===== src/rtl/multi_debouncer_pkg.sv =====
// Shared FSM encoding, default constants and counter sizing for multi_debouncer.
// The optional long-press detector is enabled with DEBOUNCE_LONGPRESS_EN.
`timescale 1ns/100ps
package multi_debouncer_pkg;

  typedef enum logic {
    ST_STABLE  = 1'b0,
    ST_PENDING = 1'b1
  } state_t;

  localparam int DEF_STABLE_CYCLES = 8;
  localparam int DEF_SYNC_STAGES   = 2;
  localparam int DEF_LONG_CYCLES   = 64;

  // Stability counter only needs to reach STABLE_CYCLES-1, never less than one bit.
  function automatic int cnt_width(input int stable_cycles);
    return ($clog2(stable_cycles) > 1) ? $clog2(stable_cycles) : 1;
  endfunction

endpackage


===== src/rtl/multi_debouncer_debounce_channel.sv =====
// One debounced input: synchroniser, two-state FSM with stability counter, edge pulses.
// Long-press pulse and hold counter exist only when DEBOUNCE_LONGPRESS_EN is defined.
`timescale 1ns/100ps
module debounce_channel
  import multi_debouncer_pkg::*;
#(
  parameter int STABLE_CYCLES = DEF_STABLE_CYCLES,
  parameter int SYNC_STAGES   = DEF_SYNC_STAGES
`ifdef DEBOUNCE_LONGPRESS_EN
  , parameter int LONG_CYCLES = DEF_LONG_CYCLES
`endif
) (
  input  logic clk,
  input  logic rst,
  input  logic btn,
  output logic out,
  output logic rise,
  output logic fall
`ifdef DEBOUNCE_LONGPRESS_EN
  , output logic long_press
`endif
);

  localparam int CNT_W = cnt_width(STABLE_CYCLES);
  localparam logic [CNT_W-1:0] CNT_LAST = CNT_W'(STABLE_CYCLES - 1);

  logic [SYNC_STAGES-1:0] sync_q;
  logic                   sync;
  state_t                 state, state_nxt;
  logic [CNT_W-1:0]       cnt, cnt_nxt;
  logic                   out_nxt, rise_nxt, fall_nxt;

  always_ff @(posedge clk or posedge rst) begin
    if (rst) sync_q <= '0;
    else     sync_q <= {sync_q[SYNC_STAGES-2:0], btn};
  end

  assign sync = sync_q[SYNC_STAGES-1];

  always_ff @(posedge clk or posedge rst) begin
    if (rst) begin
      state <= ST_STABLE;
      cnt   <= '0;
      out   <= 1'b0;
      rise  <= 1'b0;
      fall  <= 1'b0;
    end else begin
      state <= state_nxt;
      cnt   <= cnt_nxt;
      out   <= out_nxt;
      rise  <= rise_nxt;
      fall  <= fall_nxt;
    end
  end

  // A bounce back to the current level abandons the pending count.
  always_comb begin
    state_nxt = state;
    cnt_nxt   = cnt;
    out_nxt   = out;
    unique case (state)
      ST_STABLE: begin
        cnt_nxt = '0;
        if (sync != out) begin
          state_nxt = ST_PENDING;
          cnt_nxt   = CNT_W'(1);
        end
      end
      ST_PENDING: begin
        if (sync == out) begin
          state_nxt = ST_STABLE;
          cnt_nxt   = '0;
        end else if (cnt == CNT_LAST) begin
          state_nxt = ST_STABLE;
          cnt_nxt   = '0;
          out_nxt   = ~out;
        end else begin
          cnt_nxt = cnt + CNT_W'(1);
        end
      end
    endcase
  end

  always_comb begin
    rise_nxt = out_nxt & ~out;
    fall_nxt = ~out_nxt & out;
  end

`ifdef DEBOUNCE_LONGPRESS_EN
  localparam int HOLD_W = $clog2(LONG_CYCLES + 1);
  localparam logic [HOLD_W-1:0] HOLD_MAX = HOLD_W'(LONG_CYCLES);

  logic [HOLD_W-1:0] hold;

  // Saturating at HOLD_MAX gives exactly one pulse per press.
  always_ff @(posedge clk or posedge rst) begin
    if (rst) begin
      hold       <= '0;
      long_press <= 1'b0;
    end else if (!out) begin
      hold       <= '0;
      long_press <= 1'b0;
    end else if (hold != HOLD_MAX) begin
      hold       <= hold + HOLD_W'(1);
      long_press <= (hold == HOLD_MAX - HOLD_W'(1));
    end else begin
      long_press <= 1'b0;
    end
  end
`endif

endmodule


===== src/rtl/multi_debouncer.sv =====
// N_CH independent debounce channels; long_press port exists only with DEBOUNCE_LONGPRESS_EN.
`timescale 1ns/100ps
module multi_debouncer
  import multi_debouncer_pkg::*;
#(
  parameter int N_CH          = 4,
  parameter int STABLE_CYCLES = DEF_STABLE_CYCLES,
  parameter int SYNC_STAGES   = DEF_SYNC_STAGES
`ifdef DEBOUNCE_LONGPRESS_EN
  , parameter int LONG_CYCLES = DEF_LONG_CYCLES
`endif
) (
  input  logic            clk,
  input  logic            rst,
  input  logic [N_CH-1:0] btn,
  output logic [N_CH-1:0] out,
  output logic [N_CH-1:0] rise,
  output logic [N_CH-1:0] fall
`ifdef DEBOUNCE_LONGPRESS_EN
  , output logic [N_CH-1:0] long_press
`endif
);

  for (genvar i = 0; i < N_CH; i++) begin : g_ch
    debounce_channel #(
      .STABLE_CYCLES(STABLE_CYCLES),
      .SYNC_STAGES  (SYNC_STAGES)
`ifdef DEBOUNCE_LONGPRESS_EN
      , .LONG_CYCLES(LONG_CYCLES)
`endif
    ) u_ch (
      .clk (clk),
      .rst (rst),
      .btn (btn[i]),
      .out (out[i]),
      .rise(rise[i]),
      .fall(fall[i])
`ifdef DEBOUNCE_LONGPRESS_EN
      , .long_press(long_press[i])
`endif
    );
  end

endmodule


===== config.mk =====
export PLATFORM = sky130hd
export DESIGN_NAME = multi_debouncer
export DESIGN_NICKNAME = d
export VERILOG_FILES = /design/src/rtl/multi_debouncer_pkg.sv /design/src/rtl/multi_debouncer_debounce_channel.sv /design/src/rtl/multi_debouncer.sv
export SDC_FILE = /design/constraint.sdc
export NUM_CORES = 1
export LEC_CHECK = 0
export ABC_CLOCK_PERIOD_IN_PS = 1550
export BUFFER_PORTS_ARGS = -buffer_cell sky130_fd_sc_hd__buf_2
export CORE_MARGIN = 5
export CORE_UTILIZATION = 50
export DETAILED_ROUTE_END_ITERATION = 16
export MAX_ROUTING_LAYER = met4
export PLACE_DENSITY = 0.81
export SYNTH_ARGS = -nofsm -noshare
export SYNTH_HDL_FRONTEND = slang
export SYNTH_SLANG_ARGS = --single-unit

===== constraint.sdc =====
create_clock -name clk -period 1.55 [get_ports clk]
set_clock_uncertainty 0.2 [all_clocks]
set_input_delay 0.155 -clock clk [delete_from_list [all_inputs] [get_ports clk]]
set_output_delay 0.155 -clock clk [all_outputs]
set_load 0.05 [all_outputs]

== After elaboration in Yosys (flattened, before gate mapping) ==
Index checks and enable logic that the tools add are counted.
Word-level totals
  flip-flop bits (word level): 36
  bits of input ports: 6
  output and inout bits: 12
Cells by class
  add/sub/neg operators: 4
  eq/ne operators: 12
  multiplexer cells: 44
  bitwise operators: 20
Operator list (number)
  2-to-1 mux 1 bit: 28
  2-to-1 mux 3 bit: 8
  one-hot mux 3 bit (2 select lines): 4
  adder 3 x 1 -> 3 bit (second input constant): 4
  equality test 3 bit (second input constant): 4
  inverter 1 bit: 12
  AND 1 bit: 8
  one-hot mux 1 bit (2 select lines): 4
  equality test 1 bit: 4
  inequality test 1 bit: 4

== Logic depth before layout (Yosys ltp) ==
  depth after elaboration: 6
  depth in mapped cells: 4
  mapped depth without buffers: 4

== Modules after synthesis ==
From an unflattened synthesis, not the netlist that was laid out.
Unflattened totals
  cell total of the unflattened synthesis: 92
  area total of the unflattened synthesis: 1331.3 um^2
Modules (own cells, without submodules)
  debounce_channel: times used 4, cells an instance 23, area an instance 332.8 um^2, sequential area each 225.2 um^2

== Worst setup path after synthesis ==
No wires, ideal clock.
  path kind: flip-flop to flip-flop
  start: reg g_ch[0].u_ch.cnt[0]
  end: reg g_ch[0].u_ch.out
  setup time: 0.125 ns
  data arrival time: 1.188 ns
  data required time: 1.225 ns
  path slack: 0.037 ns
  cell stages (with the launch flop): 5
  path buffers: 0
  period minus slack after synthesis: 1.513 ns
  path through: dfrtp_1 -> ha_1 -> ha_1 -> nand2_1 -> mux2_2
On the way
  word-level cells in the longest chain between the ends: 4
RTL lines
  start: declaration: RTL line multi_debouncer_debounce_channel.sv:30  | logic [CNT_W-1:0] cnt, cnt_nxt;
  start signal: assignment: RTL line multi_debouncer_debounce_channel.sv:49  | cnt <= cnt_nxt;
  equality test 3 bit: RTL line multi_debouncer_debounce_channel.sv:73  | end else if (cnt == CNT_LAST) begin
  2-to-1 mux 1 bit: RTL line multi_debouncer_debounce_channel.sv:73
  2-to-1 mux 1 bit: RTL line multi_debouncer_debounce_channel.sv:70  | if (sync == out) begin
  2-to-1 mux 1 bit: RTL line multi_debouncer_debounce_channel.sv:61  | unique case (state)
  named net g_ch[0].u_ch.out_nxt: RTL line multi_debouncer_debounce_channel.sv:31  | logic out_nxt, rise_nxt, fall_nxt;
  end signal: assignment: RTL line multi_debouncer_debounce_channel.sv:50  | out <= out_nxt;
  end: declaration: RTL line multi_debouncer_debounce_channel.sv:16  | output logic out,
The timed path passes the listed nets, and every way through them passes these cells.

== Worst setup path in the final report ==
  start: reg g_ch[3].u_ch.cnt[0]
  end: reg g_ch[3].u_ch.out
On the way
  word-level cells in the longest chain between the ends: 4
RTL lines (RTL line)
  start: declaration: multi_debouncer_debounce_channel.sv:30
  start signal: assignment: multi_debouncer_debounce_channel.sv:49
  equality test 3 bit: multi_debouncer_debounce_channel.sv:73
  2-to-1 mux 1 bit: multi_debouncer_debounce_channel.sv:73
  2-to-1 mux 1 bit: multi_debouncer_debounce_channel.sv:70
  2-to-1 mux 1 bit: multi_debouncer_debounce_channel.sv:61
  named net g_ch[3].u_ch.out_nxt: multi_debouncer_debounce_channel.sv:31
  end signal: assignment: multi_debouncer_debounce_channel.sv:50
  end: declaration: multi_debouncer_debounce_channel.sv:16
The timed path passes the listed nets, and every way through them passes these cells.

==> flow_metrics.tcl <==
set metrics [dict create \
    max_slew.worst_pin.slew_ns 0.436 \
    placed_area_mm2 0.00149 \
    syn-cell-area_mm2 0.00140 \
    fin_hold_ws_ns 0.155 \
    n_antenna_cell 0 \
    power_switching_share_pct 21.9 \
    setup.worst_path.end_class "flip-flop" \
    r2r.worst_path.cells 4 \
    min_path_type "flip-flop to flip-flop" \
    weighted_congestion_reported_at_the_end_of_routability_driven_placement 0.671 \
    grt.total_usage_pct 12.0 \
    timing.critical_path.buf_inv 0 \
    drive_above_1_share_pct 39.5 \
    place.detailed.hpwl_um 1420 \
    warnings_synthesis 0 \
    timing.critical_path.max_delay_family "flip-flops" \
    crit_path_cell_trace "ha_2 -> ha_2 -> nand2_1 -> mux2_2" \
    tritoncts_clock_tree "built" \
    power_per_cell_area_mw_per_mm2 981 \
    areaGrowthSynthToFinish_pct 18.7 \
    timing.critical_path.depth 4 \
    placement_rows 19 \
    layout_cell_area_excl_fill_mm2 0.00166 \
    dieHeight_um 62.9 \
    dieWidth_um 62.9 \
    layout.cells.most_common "sky130_fd_sc_hd__dfrtp_1" \
    grt_overflow 0 \
    cts_num_sinks 36 \
    setup.reg_to_reg.worst_slack_ns 0.04 \
    startpoint_type "flip-flop" \
    timing.setup.critical_path_class "flip-flop to flip-flop" \
    mappedNetlistNets 115 \
    drc 0 \
    fillCellCount 228 \
    first_pass_grt_wire_length_um 3520 \
    status "finished, final reports clean" \
    initial_utilization_pct 51.6 \
    vias_per_cell 4.99 \
    critical_path_maximum_fanout 3 \
    floorplan.io_pins 18 \
    share_of_synthesized_area_occupied_by_flip_flops_and_latches_pct 64.5 \
    route.final.wire_length_um 2030 \
    largest_buffer_count_on_any_clock_path 2 \
    synth.avg_cell_area_um2 13.8 \
    layout_common_cells "36 x sky130_fd_sc_hd__dfrtp_1, 17 x sky130_fd_sc_hd__buf_2, 11 x sky130_fd_sc_hd__buf_4, 6 x sky130_fd_sc_hd__nor2_1, 6 x sky130_fd_sc_hd__nor3b_1" \
    finalMaxSlewViolations 0 \
    ys_types 14 \
    post_synth_inst_count 101 \
    dieArea_mm2 0.00395 \
    number_of_clock_buffers_inserted_by_tritoncts 5 \
    initial_antenna_violation_count 0 \
    htree_num_levels 2 \
    startpoint "g_ch[3].u_ch.cnt[0]$_DFF_PP0_" \
    routedWlPerCell_um 12.7 \
    switching_power_w 0.000357 \
    fin_crit_sh_pct 97.3 \
    ys_ff_latch 36 \
    cts_root_buf "sky130_fd_sc_hd__clkbuf_4" \
    layout_min_cycle_time_ns 1.51 \
    fmax_mhz 663 \
    fp.coreArea_mm2 0.00271 \
    cpPeakStageDelay_ns 0.39 \
    drt-pass1-iter-count 4 \
    drt_iter0_drc 13 \
    relative_slew_margins_pct 71.0 \
    port-buffer-count 17 \
    static-leakage-power_nw 0.849 \
    setup_repair_after_global_routing_missed_its_margin "no" \
    worstSkewPairLatency_ns 0.33 \
    crit_top_cell "sky130_fd_sc_hd__ha_2" \
    critical_path.endpoint "g_ch[3].u_ch.out$_DFF_PP0_" \
    ir_drop_v 0.000885 \
    internal_power_w 0.00127 \
    cap_violations 0 \
    share_seq_of_total_power_pct 61.0 \
    crit_arrival_ns 1.53 \
    crit_required_ns 1.57 \
    worst_r2r_startpoint "g_ch[3].u_ch.cnt[0]$_DFF_PP0_" \
    power.share.combinational_pct 5.5 \
    drt.antenna.violating_nets 0 \
    fin_nets 143 \
    report.final.setup_viol 0 \
    final_hold_viol_count 0 \
    grt_pass1_vias 821 \
    portion_of_total_power_attributed_to_the_clock_network_pct 33.5 \
    routed-via-count 799 \
    slowest_stage "sky130_fd_sc_hd__dfrtp_1" \
    regToRegEndpoint "g_ch[3].u_ch.out$_DFF_PP0_" \
    clk_transition_reported_paths_ns 0.10 \
    pin_count_of_the_biggest_net_entering_global_routing 37 \
]
==> area by class of cell <==
type / instances / area [µm²] / area share [%]
flip-flops and latches: 36 / 901 / 54.3
clock buffers: 7 / 65.1 / 3.92
well taps: 31 / 38.8 / 2.34
repair buffers: 33 / 218 / 13.1
inverters: 1 / 3.75 / 0.226
multi-input cells: 52 / 433 / 26.1
==> how the worst min path moves through the flow <==
stage                                           startpoint                                to  slack [ns]  cells after the start
final                     g_ch[2].u_ch.sync_q[0]$_DFF_PP0_  g_ch[2].u_ch.sync_q[1]$_DFF_PP0_        0.15                      0
after floorplan                                     btn[0]  g_ch[0].u_ch.sync_q[0]$_DFF_PP0_       -0.01                      0
after global routing      g_ch[0].u_ch.sync_q[0]$_DFF_PP0_  g_ch[0].u_ch.sync_q[1]$_DFF_PP0_        0.17                      0
after CTS                 g_ch[2].u_ch.sync_q[0]$_DFF_PP0_  g_ch[2].u_ch.sync_q[1]$_DFF_PP0_        0.16                      0
after global placement                              btn[2]  g_ch[2].u_ch.sync_q[0]$_DFF_PP0_        0.06                      1
after detailed placement                            btn[2]  g_ch[2].u_ch.sync_q[0]$_DFF_PP0_        0.06                      1
==> worst reg2reg max path, cell delays in order (launching register included) <==
cell and delay, ns:
sky130_fd_sc_hd__dfrtp_1 0.39, sky130_fd_sc_hd__ha_2 0.19, sky130_fd_sc_hd__ha_2 0.19, sky130_fd_sc_hd__nand2_1 0.09
sky130_fd_sc_hd__mux2_2 0.33
==> power groups by stage <==
stage                     Sequential (W)  Combinational (W)  Clock [W]
after floorplan                  0.00100          0.0000540          0
after global placement           0.00101          0.0000713          0
after detailed placement         0.00101          0.0000763          0
after CTS                       0.000992          0.0000862   0.000565
after global routing            0.000997           0.000103   0.000604
final                           0.000993          0.0000891   0.000546
==> stage by stage <==
stage	power (W)	std cells	TNS, ns	worst slack, ns	utilization [%]
2_1_floorplan	0.00106	101	0	0.0369	-
3_5_place_dp	0.00109	145	-0.0148	-0.0148	55.0
3_3_place_gp	0.00108	145	0	0.0330	55.0
4_1_cts	0.00164	158	0	0.00787	59.8
5_1_grt	0.00170	160	0	0.00412	61.2
6_report	0.00163	160	0	0.0420	61.2
==> cells by family (layout without fill, tap and decap cells) <==
kind of cell,count (synthesis),after routing,synth area share (%)
multiplexers,4,4,3.22
buffers and inverters,13,41,6.71
XOR/XNOR,6,6,3.76
adder cells (fa/ha/maj),8,8,7.16
AO/OA/AOI/OAI,8,8,3.58
AND/OR/NAND/NOR,26,26,11.1
flip-flops,36,36,64.5
==> what timing repair did <==
action,in CTS,in global routing
hold buffers,5,0
gates cloned,0,0
hold endpoints to repair,40,0
setup buffers,1,2
setup endpoints to repair,3,6
gates resized for setup,3,7
==> routing by layer <==
layer	wire [µm]	vias up	track usage (%)
met5	0	-	-
met4	49	0	5.57
met3	140	5	5.76
met2	994	22	19.0
met1	840	388	12.4
li1	-	384	-
==> synth_stat cells (all sizes together) <==
cell	n	area, µm²
a21oi	4	20.0
and3	4	25.0
and4bb	2	25.0
buf	12	90.1
dfrtp	36	901
ha	8	100
inv	1	3.75
mux2	4	45.0
nand2	6	22.5
nor2	6	22.5
nor3b	8	60.1
o21a	4	30.0
xnor2	4	35.0
xor2	2	17.5
==> registers in the layout, summed over array words and instances (netlist names) <==
signal            count
g_ch.u_ch.state       4
g_ch.u_ch.rise        4
g_ch.u_ch.cnt        12
g_ch.u_ch.out         4
g_ch.u_ch.fall        4
g_ch.u_ch.sync_q      8
Power figures use the tool's default switching activity.
